==> src/rtl/tpu_stream_core.sv <==
// tpu_stream_core: streaming N x N output-stationary systolic matrix multiplier, C = A * B.
//
// A job is requested with start and computes C = A * B over K beats. Each beat presents
// column k of A on a_vec_flat and row k of B on b_vec_flat. With cfg_acc set (and a
// completed job since reset) the new product is added onto the previous C. When the job
// is finished, the N rows of C are read out one row per handshake.
//
// Ports:
//   clk, rst_n              single clock, asynchronous active-low reset
//   start, abort            job request (accepted in IDLE only), job cancel
//   cfg_k, cfg_acc          inner dimension K; accumulate onto previous C (both sampled on start)
//   in_valid/in_ready       operand beat handshake, a_vec_flat / b_vec_flat = {x[N-1],...,x[0]}
//   out_valid/out_ready     result row handshake, out_row = {C[r][N-1],...,C[r][0]}
//   out_idx, out_last       current row index, high on row N-1
//   busy, done              job active, one-cycle completion pulse
//   perf_cycles             busy-cycle count of the last completed job
//
// Build option: define TPU_PERF_CNT_EN to build the busy-cycle counter behind perf_cycles;
// when it is undefined, perf_cycles is tied to zero.
module tpu_stream_core #(
  parameter int N     = 2,
  parameter int W     = 8,
  parameter int ACC_W = 2 * W + 4,
  parameter int KW    = 16
) (
  input  logic                 clk,
  input  logic                 rst_n,
  input  logic                 start,
  input  logic                 abort,
  input  logic [KW-1:0]        cfg_k,
  input  logic                 cfg_acc,
  input  logic                 in_valid,
  output logic                 in_ready,
  input  logic [N*W-1:0]       a_vec_flat,
  input  logic [N*W-1:0]       b_vec_flat,
  output logic                 out_valid,
  input  logic                 out_ready,
  output logic [N*ACC_W-1:0]   out_row,
  output logic [$clog2(N)-1:0] out_idx,
  output logic                 out_last,
  output logic                 busy,
  output logic                 done,
  output logic [31:0]          perf_cycles
);

  localparam int IW         = $clog2(N);
  localparam int DrainLast  = 2 * (N - 1);
  localparam int DW         = $clog2(2 * N);

  typedef enum logic [2:0] {StIdle, StClear, StFeed, StDrain, StRead} state_e;

  state_e          state_q, state_d;
  logic [KW-1:0]   k_q, k_d;
  logic [KW-1:0]   beat_q, beat_d;
  logic [DW-1:0]   drain_q, drain_d;
  logic [IW-1:0]   row_q, row_d;
  logic            prior_q, prior_d;
  logic            done_q, done_d;

  logic            arr_en, arr_clr, feed_beat;

  // ---------------------------------------------------------------------------------------
  // Control FSM
  // ---------------------------------------------------------------------------------------
  always_comb begin
    state_d   = state_q;
    k_d       = k_q;
    beat_d    = beat_q;
    drain_d   = drain_q;
    row_d     = row_q;
    prior_d   = prior_q;
    done_d    = 1'b0;
    arr_en    = 1'b0;
    arr_clr   = 1'b0;
    feed_beat = 1'b0;
    in_ready  = 1'b0;
    out_valid = 1'b0;

    unique case (state_q)
      StIdle: begin
        if (start) begin
          k_d     = cfg_k;
          beat_d  = '0;
          drain_d = '0;
          row_d   = '0;
          // Skipping the clear is only safe when the array holds a finished C.
          if (cfg_acc && prior_q) begin
            state_d = (cfg_k == '0) ? StRead : StFeed;
          end else begin
            state_d = StClear;
          end
        end
      end
      StClear: begin
        arr_clr = 1'b1;
        state_d = (k_q == '0) ? StRead : StFeed;
      end
      StFeed: begin
        in_ready = 1'b1;
        if (in_valid) begin
          arr_en    = 1'b1;
          feed_beat = 1'b1;
          beat_d    = beat_q + KW'(1);
          if (beat_q == k_q - KW'(1)) begin
            state_d = StDrain;
          end
        end
      end
      StDrain: begin
        // Zero beats push the last real operands through the skew and the PE chain.
        arr_en  = 1'b1;
        drain_d = drain_q + DW'(1);
        if (drain_q == DW'(DrainLast)) begin
          state_d = StRead;
        end
      end
      StRead: begin
        out_valid = 1'b1;
        if (out_ready) begin
          if (row_q == IW'(N - 1)) begin
            state_d = StIdle;
            row_d   = '0;
            done_d  = 1'b1;
            prior_d = 1'b1;
          end else begin
            row_d = row_q + IW'(1);
          end
        end
      end
      default: state_d = StIdle;
    endcase

    if (abort && (state_q != StIdle)) begin
      state_d = StIdle;
      row_d   = '0;
      done_d  = 1'b0;
      prior_d = 1'b0;
    end
  end

  always_ff @(posedge clk or negedge rst_n) begin
    if (!rst_n) begin
      state_q <= StIdle;
      k_q     <= '0;
      beat_q  <= '0;
      drain_q <= '0;
      row_q   <= '0;
      prior_q <= 1'b0;
      done_q  <= 1'b0;
    end else begin
      state_q <= state_d;
      k_q     <= k_d;
      beat_q  <= beat_d;
      drain_q <= drain_d;
      row_q   <= row_d;
      prior_q <= prior_d;
      done_q  <= done_d;
    end
  end

  assign busy     = (state_q != StIdle);
  assign done     = done_q;
  assign out_idx  = (state_q == StRead) ? row_q : '0;
  assign out_last = (state_q == StRead) && (row_q == IW'(N - 1));

  // ---------------------------------------------------------------------------------------
  // Systolic array: operand skew, PE pass-through registers, accumulators
  // ---------------------------------------------------------------------------------------
  logic signed [W-1:0]     op_a     [N];
  logic signed [W-1:0]     op_b     [N];
  logic signed [W-1:0]     a_row_in [N];
  logic signed [W-1:0]     b_col_in [N];
  logic signed [W-1:0]     a_in     [N][N];
  logic signed [W-1:0]     b_in     [N][N];
  logic signed [W-1:0]     a_h_q    [N][N-1];
  logic signed [W-1:0]     a_h_d    [N][N-1];
  logic signed [W-1:0]     b_v_q    [N-1][N];
  logic signed [W-1:0]     b_v_d    [N-1][N];
  logic signed [ACC_W-1:0] acc_q    [N][N];
  logic signed [ACC_W-1:0] acc_d    [N][N];

  // Stalled cycles and drain cycles present zero operands.
  always_comb begin
    for (int i = 0; i < N; i++) begin
      op_a[i] = feed_beat ? $signed(a_vec_flat[i*W +: W]) : '0;
      op_b[i] = feed_beat ? $signed(b_vec_flat[i*W +: W]) : '0;
    end
  end

  // Row i of A and column i of B are delayed by i enabled steps so that A[r][k] and
  // B[k][c] meet in PE(r,c) on the same step.
  for (genvar gi = 0; gi < N; gi++) begin : g_skew
    if (gi == 0) begin : g_direct
      assign a_row_in[gi] = op_a[gi];
      assign b_col_in[gi] = op_b[gi];
    end else begin : g_delay
      logic signed [W-1:0] sa_q [gi];
      logic signed [W-1:0] sa_d [gi];
      logic signed [W-1:0] sb_q [gi];
      logic signed [W-1:0] sb_d [gi];

      always_comb begin
        sa_d = sa_q;
        sb_d = sb_q;
        if (arr_clr) begin
          for (int d = 0; d < gi; d++) begin
            sa_d[d] = '0;
            sb_d[d] = '0;
          end
        end else if (arr_en) begin
          sa_d[0] = op_a[gi];
          sb_d[0] = op_b[gi];
          for (int d = 1; d < gi; d++) begin
            sa_d[d] = sa_q[d-1];
            sb_d[d] = sb_q[d-1];
          end
        end
      end

      always_ff @(posedge clk or negedge rst_n) begin
        if (!rst_n) begin
          for (int d = 0; d < gi; d++) begin
            sa_q[d] <= '0;
            sb_q[d] <= '0;
          end
        end else begin
          sa_q <= sa_d;
          sb_q <= sb_d;
        end
      end

      assign a_row_in[gi] = sa_q[gi-1];
      assign b_col_in[gi] = sb_q[gi-1];
    end
  end

  // A flows left to right, B flows top to bottom.
  for (genvar gi = 0; gi < N; gi++) begin : g_row
    for (genvar gj = 0; gj < N; gj++) begin : g_col
      if (gj == 0) begin : g_a_edge
        assign a_in[gi][gj] = a_row_in[gi];
      end else begin : g_a_inner
        assign a_in[gi][gj] = a_h_q[gi][gj-1];
      end
      if (gi == 0) begin : g_b_edge
        assign b_in[gi][gj] = b_col_in[gj];
      end else begin : g_b_inner
        assign b_in[gi][gj] = b_v_q[gi-1][gj];
      end
    end
  end

  always_comb begin
    a_h_d = a_h_q;
    b_v_d = b_v_q;
    acc_d = acc_q;
    if (arr_clr) begin
      for (int i = 0; i < N; i++) begin
        for (int j = 0; j < N; j++) acc_d[i][j] = '0;
        for (int j = 0; j < N - 1; j++) a_h_d[i][j] = '0;
      end
      for (int i = 0; i < N - 1; i++) begin
        for (int j = 0; j < N; j++) b_v_d[i][j] = '0;
      end
    end else if (arr_en) begin
      // Products are formed at accumulator width; sums wrap at ACC_W bits.
      for (int i = 0; i < N; i++) begin
        for (int j = 0; j < N; j++) begin
          acc_d[i][j] = acc_q[i][j] + ACC_W'(a_in[i][j]) * ACC_W'(b_in[i][j]);
        end
        for (int j = 0; j < N - 1; j++) a_h_d[i][j] = a_in[i][j];
      end
      for (int i = 0; i < N - 1; i++) begin
        for (int j = 0; j < N; j++) b_v_d[i][j] = b_in[i][j];
      end
    end
  end

  always_ff @(posedge clk or negedge rst_n) begin
    if (!rst_n) begin
      for (int i = 0; i < N; i++) begin
        for (int j = 0; j < N; j++) acc_q[i][j] <= '0;
        for (int j = 0; j < N - 1; j++) a_h_q[i][j] <= '0;
      end
      for (int i = 0; i < N - 1; i++) begin
        for (int j = 0; j < N; j++) b_v_q[i][j] <= '0;
      end
    end else begin
      acc_q <= acc_d;
      a_h_q <= a_h_d;
      b_v_q <= b_v_d;
    end
  end

  always_comb begin
    out_row = '0;
    if (state_q == StRead) begin
      for (int j = 0; j < N; j++) out_row[j*ACC_W +: ACC_W] = acc_q[row_q][j];
    end
  end

  // ---------------------------------------------------------------------------------------
  // Busy-cycle counter
  // ---------------------------------------------------------------------------------------
`ifdef TPU_PERF_CNT_EN
  logic [31:0] cyc_q, cyc_d;
  logic [31:0] perf_q, perf_d;

  always_comb begin
    cyc_d  = (state_q == StIdle) ? '0 : cyc_q + 32'd1;
    perf_d = perf_q;
    // Latched on the same edge that raises done, so both become visible together.
    if (done_d) begin
      perf_d = cyc_q + 32'd1;
    end
  end

  always_ff @(posedge clk or negedge rst_n) begin
    if (!rst_n) begin
      cyc_q  <= '0;
      perf_q <= '0;
    end else begin
      cyc_q  <= cyc_d;
      perf_q <= perf_d;
    end
  end

  assign perf_cycles = perf_q;
`else
  assign perf_cycles = '0;
`endif

endmodule

==> config.mk <==
export PLATFORM = sky130hd
export DESIGN_NAME = tpu_stream_core
export DESIGN_NICKNAME = d
export VERILOG_FILES = /design/src/rtl/tpu_stream_core.sv
export SDC_FILE = /design/constraint.sdc
export NUM_CORES = 1
export LEC_CHECK = 0
export CORE_UTILIZATION = 26
export CTS_BUF_LIST = sky130_fd_sc_hd__clkbuf_2 sky130_fd_sc_hd__clkbuf_4 sky130_fd_sc_hd__clkbuf_8
export DETAILED_ROUTE_END_ITERATION = 16
export HOLD_SLACK_MARGIN = 0.15
export PLACE_DENSITY = 0.5
export RECOVER_POWER = 50
export SYNTH_ARGS = -nofsm -noshare
export SYNTH_HDL_FRONTEND = slang
export SYNTH_SLANG_ARGS = --single-unit
export TNS_END_PERCENT = 10
==> constraint.sdc <==
create_clock -name clk -period 18.05 [get_ports clk]
set_clock_uncertainty 0.1 [all_clocks]
set_input_delay 1.805 -clock clk [delete_from_list [all_inputs] [get_ports clk]]
set_output_delay 1.805 -clock clk [all_outputs]
set_load 0.05 [all_outputs]
Word-level counts from Yosys, hierarchy flattened
Cells that the tools add are included.

Add/sub/neg operators: 8. Multipliers: 4. $lt $le $gt $ge: 1. Equality and inequality tests: 14. Muxes and demuxes: 54. Bitwise logic cells: 1. Reductions and logical operators: 20.

Operator list (number): $mux W40 (4); $mux W80 (2); $mux W16 (6); $add A20 B16 Y20 (4); $mul A8 B8 Y16 (4); $mux W8 (8); $logic_not A16 Y1 (2); $pmux W16 S2 (1); $mux W3 (10); $mux W1 (18); $ne A3 B3 Y1 const B (6); $add A16 B1 Y16 const B (1); $eq A16 B16 Y1 (1); $sub A16 B1 Y16 const B (1); $pmux W3 S5 (1); $reduce_bool A2 Y1 (6); $reduce_and A3 Y1 (3); $eq A3 B2 Y1 const B (2); $reduce_and A6 Y1 (1); $reduce_bool A3 Y1 (2); $ne A2 B2 Y1 const B (2); $pmux W1 S2 (2); $pmux W2 S2 (1); $reduce_and A2 Y1 (2); 10 further kinds (12).

Register bits after elaboration: 168. Bits of input ports: 55. Word-level logic and storage cells: 119.

Logic depth before layout (Yosys ltp)
Depth after elaboration: 7. Depth in mapped cells: 25. Gate-level depth less buffers: 23.

Worst setup path before layout
OpenSTA, ideal clock, no wires.

Path kind: input port to flip-flop. Start point: input port in_valid. End point: register acc_q[74] (netlist name). Setup time: 0.131 ns. Arrival time: 6.986 ns. Path slack: 10.832 ns. Stages: 18. Path buffers: 1. Path through: and3_1 clkbuf_1 and2_1 inv_1 fa_1 inv_1 fa_1 fa_1 fa_1 fa_1 ha_1 o21ai_0 a21boi_0 o21ai_0 o21bai_1 a21oi_1 and4b_1 or3_1.

Word-level cells in the longest chain between the ends: 7.

Ends and longest elaborated chain: start, declared (line 32) `input logic in_valid,`; $mux W1 (*) (line 100) `if (in_valid) begin`; $mux W1 (line 79) `unique case (state_q)`; $mux W8, on equally long branches (line 185, 186); $mul A8 B8 Y16 (line 269) `acc_d[i][j] = acc_q[i][j] + ACC_W'(a_in[i][j]) * ACC_W'(b_in[i][j]);`; $add A20 B16 Y20 (line 269); $mux W80 (line 265) `end else if (arr_en) begin`; $mux W80 (line 257) `if (arr_clr) begin`; end signal, assigned (line 289) `acc_q <= acc_d;`; end, declared (line 179) `logic signed [ACC_W-1:0] acc_q [N][N];`.

Mark *: on every way between the ends. The rest lies on a longest branch, timed or not. The select of a mux whose other input is x is not followed. A chain may end at the register's enable or synchronous reset.

Worst setup path in the final report
Same ends and word-level chain as after synthesis.

==> results.cfg <==
[outcome]
run_status = finished with violations
failed_checks = max-capacitance violations, max-slew violations

[timing]
drv_slew = 246
final-setup-viol-count = 0
hold_viol = 0
fin_crit_sh = 0.5746
grt_setup_unrepaired = false
fin_tns_setup_ns = 0
fin_crit_ns = 10.37
max_freq_mhz = 96.42
max-slew-margin-rel = -3.014
tightest_slew_ns = 6.021

[worst_setup_path]
cp-end-kind = register
cp.arrival_ns = 10.71
reg2reg_depth = 21
r2r-start = state_q[2]
path_max_fanout = 74
crit_type = input port to register
max_stage_delay_ns = 2.28
timing.reg2reg.setup_slack_ns = 8.37
crit_path_cell_trace = dlygate4sd3_1 -> and2_2 -> clkbuf_1 -> nand2_1 -> or2_2 -> fa_1 -> fa_1 -> inv_1 -> fa_1 -> fa_1 -> fa_1 -> ha_1 -> o21ai_0 -> a21boi_0 -> o21ai_0 -> o21bai_1 -> a21oi_1 -> and4b_1 -> or3_1
critPathSlowestCell = clkbuf_1
worstPathRequired_ns = 18.39
worst_path_dominant_cell_family = buffers and inverters
path_buf_inv = 3
cpMostUsedCell = fa_1
rr_endpoint = acc_q[74]
start_kind = input port

[synth]
yosysMostFrequentCell = inv_1
ys.flop_type = dfrtp_1
syn_area_per_cell_um2 = 9.376
yosys_warnings = 0
synth-compound-area-share = 0.07465
synth_seq_cells = 168
synth-adder-area-share = 0.4217
synth_top_family_by_area = adder cells
synth_cell_types = 62
synth_edf_count = 0
synthMuxAreaShare = 0.02170
yosys.area.top_type = fa_1
synthTopCellsByArea = fa_1 (32%), dfrtp_1 (19%), ha_1 (11%)
synth_simple_gate_area_frac = 0.1455
synthArstFlopShare = 1.000
synth_top_cell_area_share = 0.3166
synth_seq_area_share = 0.1889
synth.cell_area_um2 = 22260
ys_top_cells_by_count = inv_1 (464), fa_1 (352), nand2_1 (277), ha_1 (187), dfrtp_1 (168)
synth_xor_area_frac = 0.04171
syn_inst = 2374

[finish]
fin_util = 0.2930
seq_area_um2 = 4205
drive_above_1_share = 0.02312
fillers = 8984
final_area_um2 = 24670
multi_input_area_um2 = 15840
nNetsFinal = 3003
syn2layout_area_growth_pct = 10.84

[cts]
htreeDepth = 4
cts_tree = built
cts_root_buf = clkbuf_8
clock_path_buffers = 2
clock-sinks = 168
post_cts_buffers = 0
ctsResizeCount = 0
ctsHoldBuffers = 0
cts_made_buffers = 17
path_clk_slew_ns = 0.11
insertion_delay_ns = 0.56

[power_and_ir_drop]
swShare = 0.5212
powerDensity_nw_per_um2 = 112.7
p_int_w = 0.001331
leakagePower_nw = 12.27
seqPwrFrac = 0.263
power_switching_w = 0.001449
ir_drop_v = 0.00005850
power_w = 0.002781
clkPwrFrac = 0.102
power_frac_comb = 0.635

[global_routing]
grt_max_degree = 106
antenna_found_initial = 4
grt_use_total = 0.1364
grt_pass1_wl_mm = 91.95
grt_pass1_vias = 16336
grt-ovfl-total = 0

[route]
wl_per_cell_um = 15.54
dr_total_vias = 15398
routed_wirelength_mm = 55.30
ant_nets = 0
drt_iter0_markers = 671
vias_per_cell = 4.328
drcViolationCount = 0
drtPass1Iterations = 5

[worst_hold_path]
hold_path.class = register to register
hold_depth = 1
hold_start = drain_q[0]
min_to = drain_q[0]

[placed_design]
dpl.hpwl_mm = 44.86
gp_congestion = 0.7806
dpl-instance-area_um2 = 24300
portBuffers = 100

[floorplanning]
start_util = 0.2643
row_count = 106
core_um2 = 84220
die_w_um = 294.6
die_area_um2 = 86790
ios = 133
die_h_um = 294.6

[job]
drv_cap = 3
## cell usage in the layout, fill, tap and decap left out, drive strengths merged, types with 8 or more instances in the layout
cell type,n
clkbuf,22
a21o,12
o21a,9
buf,8
ha,187
fa,352
xnor2,58
nor2b,8
a21oi,38
a22o,48
conb,32
mux2i,46
and2,90
o21ai,78
xor2,48
o31ai,8
nand2,277
clkdlybuf4s50,95
nor2,106
nand3,58
a31oi,8
inv,472
dfrtp,168
or3,9
nand2b,30
nor3,16
o211ai,11
and3,39
nand3b,8
## registers in the layout (all words and copies together) (netlist names)
name and flops:
g_skew.g_delay.sb_q 8, drain_q 2, beat_q 16, b_in 16, a_h_q 16, acc_q 80, prior_q 1, done 1
k_q 16, g_skew.g_delay.sa_q 8, row_q 1, state_q 3
## final cells by class
class	instances	share of cell area
multi-input cells	1646	0.6421
flip-flops and latches	168	0.1704
inverters	464	0.07059
well taps	1134	0.05751
repair buffers	112	0.04336
clock buffers	17	0.009483
clock inverters	15	0.006288
diodes	2	0.0002029
## logic make-up after synthesis
group                    Yosys count
multiplexers                      48
AND/OR/NAND/NOR                  674
buffers and inverters            591
adder cells (fa/ha/maj)          539
flip-flops                       168
AO/OA/AOI/OAI                    247
XOR/XNOR                         106
other                              1
## power by group through the flow
stage / sequential (W) / clock [W] / combinational (W)
after detailed placement: 0.000745 / 0 / 0.00180
final: 0.000732 / 0.000284 / 0.00176
after global routing: 0.000760 / 0.000310 / 0.00207
after floorplan: 0.000597 / 0 / 0.00143
after global placement: 0.000746 / 0 / 0.00179
after CTS: 0.000739 / 0.000294 / 0.00181
## worst reg2reg max path: stages, from the launching register on
cell and delay (ns):
dfrtp_1 0.51, nand2b_1 0.21, nor2_1 0.36, buf_4 0.22, and2_2 0.13, clkbuf_1 2.28
nand2_1 0.85, or2_2 0.54, fa_1 0.45, fa_1 0.49, inv_1 0.05, fa_1 0.45
fa_1 0.51, fa_1 0.42, ha_1 0.35, o21ai_0 0.13, a21boi_0 0.45, o21ai_0 0.19
o21bai_1 0.23, a21oi_1 0.11, and4b_1 0.18, or3_1 0.34
## through the flow
step / std cells / hold WS, ns / setup WS [ns]
2_1_floorplan: 2405 / 0.3598 / 10.83
3_3_place_gp: 3524 / 0.3860 / 9.573
3_5_place_dp: 3524 / 0.3969 / 9.406
4_1_cts: 3556 / 0.4221 / 10.03
5_1_grt: 3557 / 0.4438 / 6.867
6_report: 3558 / 0.4150 / 7.678
## layer usage
metal  GRT usage  wire (µm)  part of all wire
met3     0.02247       1691             0.031
met5           0         24           0.00043
met1      0.1871      26480              0.48
met2      0.2223      26240              0.47
met4     0.03341        860             0.016
## worst max path at each step
stage,from,endpoint,cells after the start
after floorplan,in_valid,acc_q[74],18
after global placement,in_valid,acc_q[74],19
after detailed placement,in_valid,acc_q[74],19
after CTS,in_valid,acc_q[74],19
after global routing,in_valid,acc_q[74],19
final,in_valid,acc_q[74],19
Note: power is estimated with default switching activity, not from simulation.
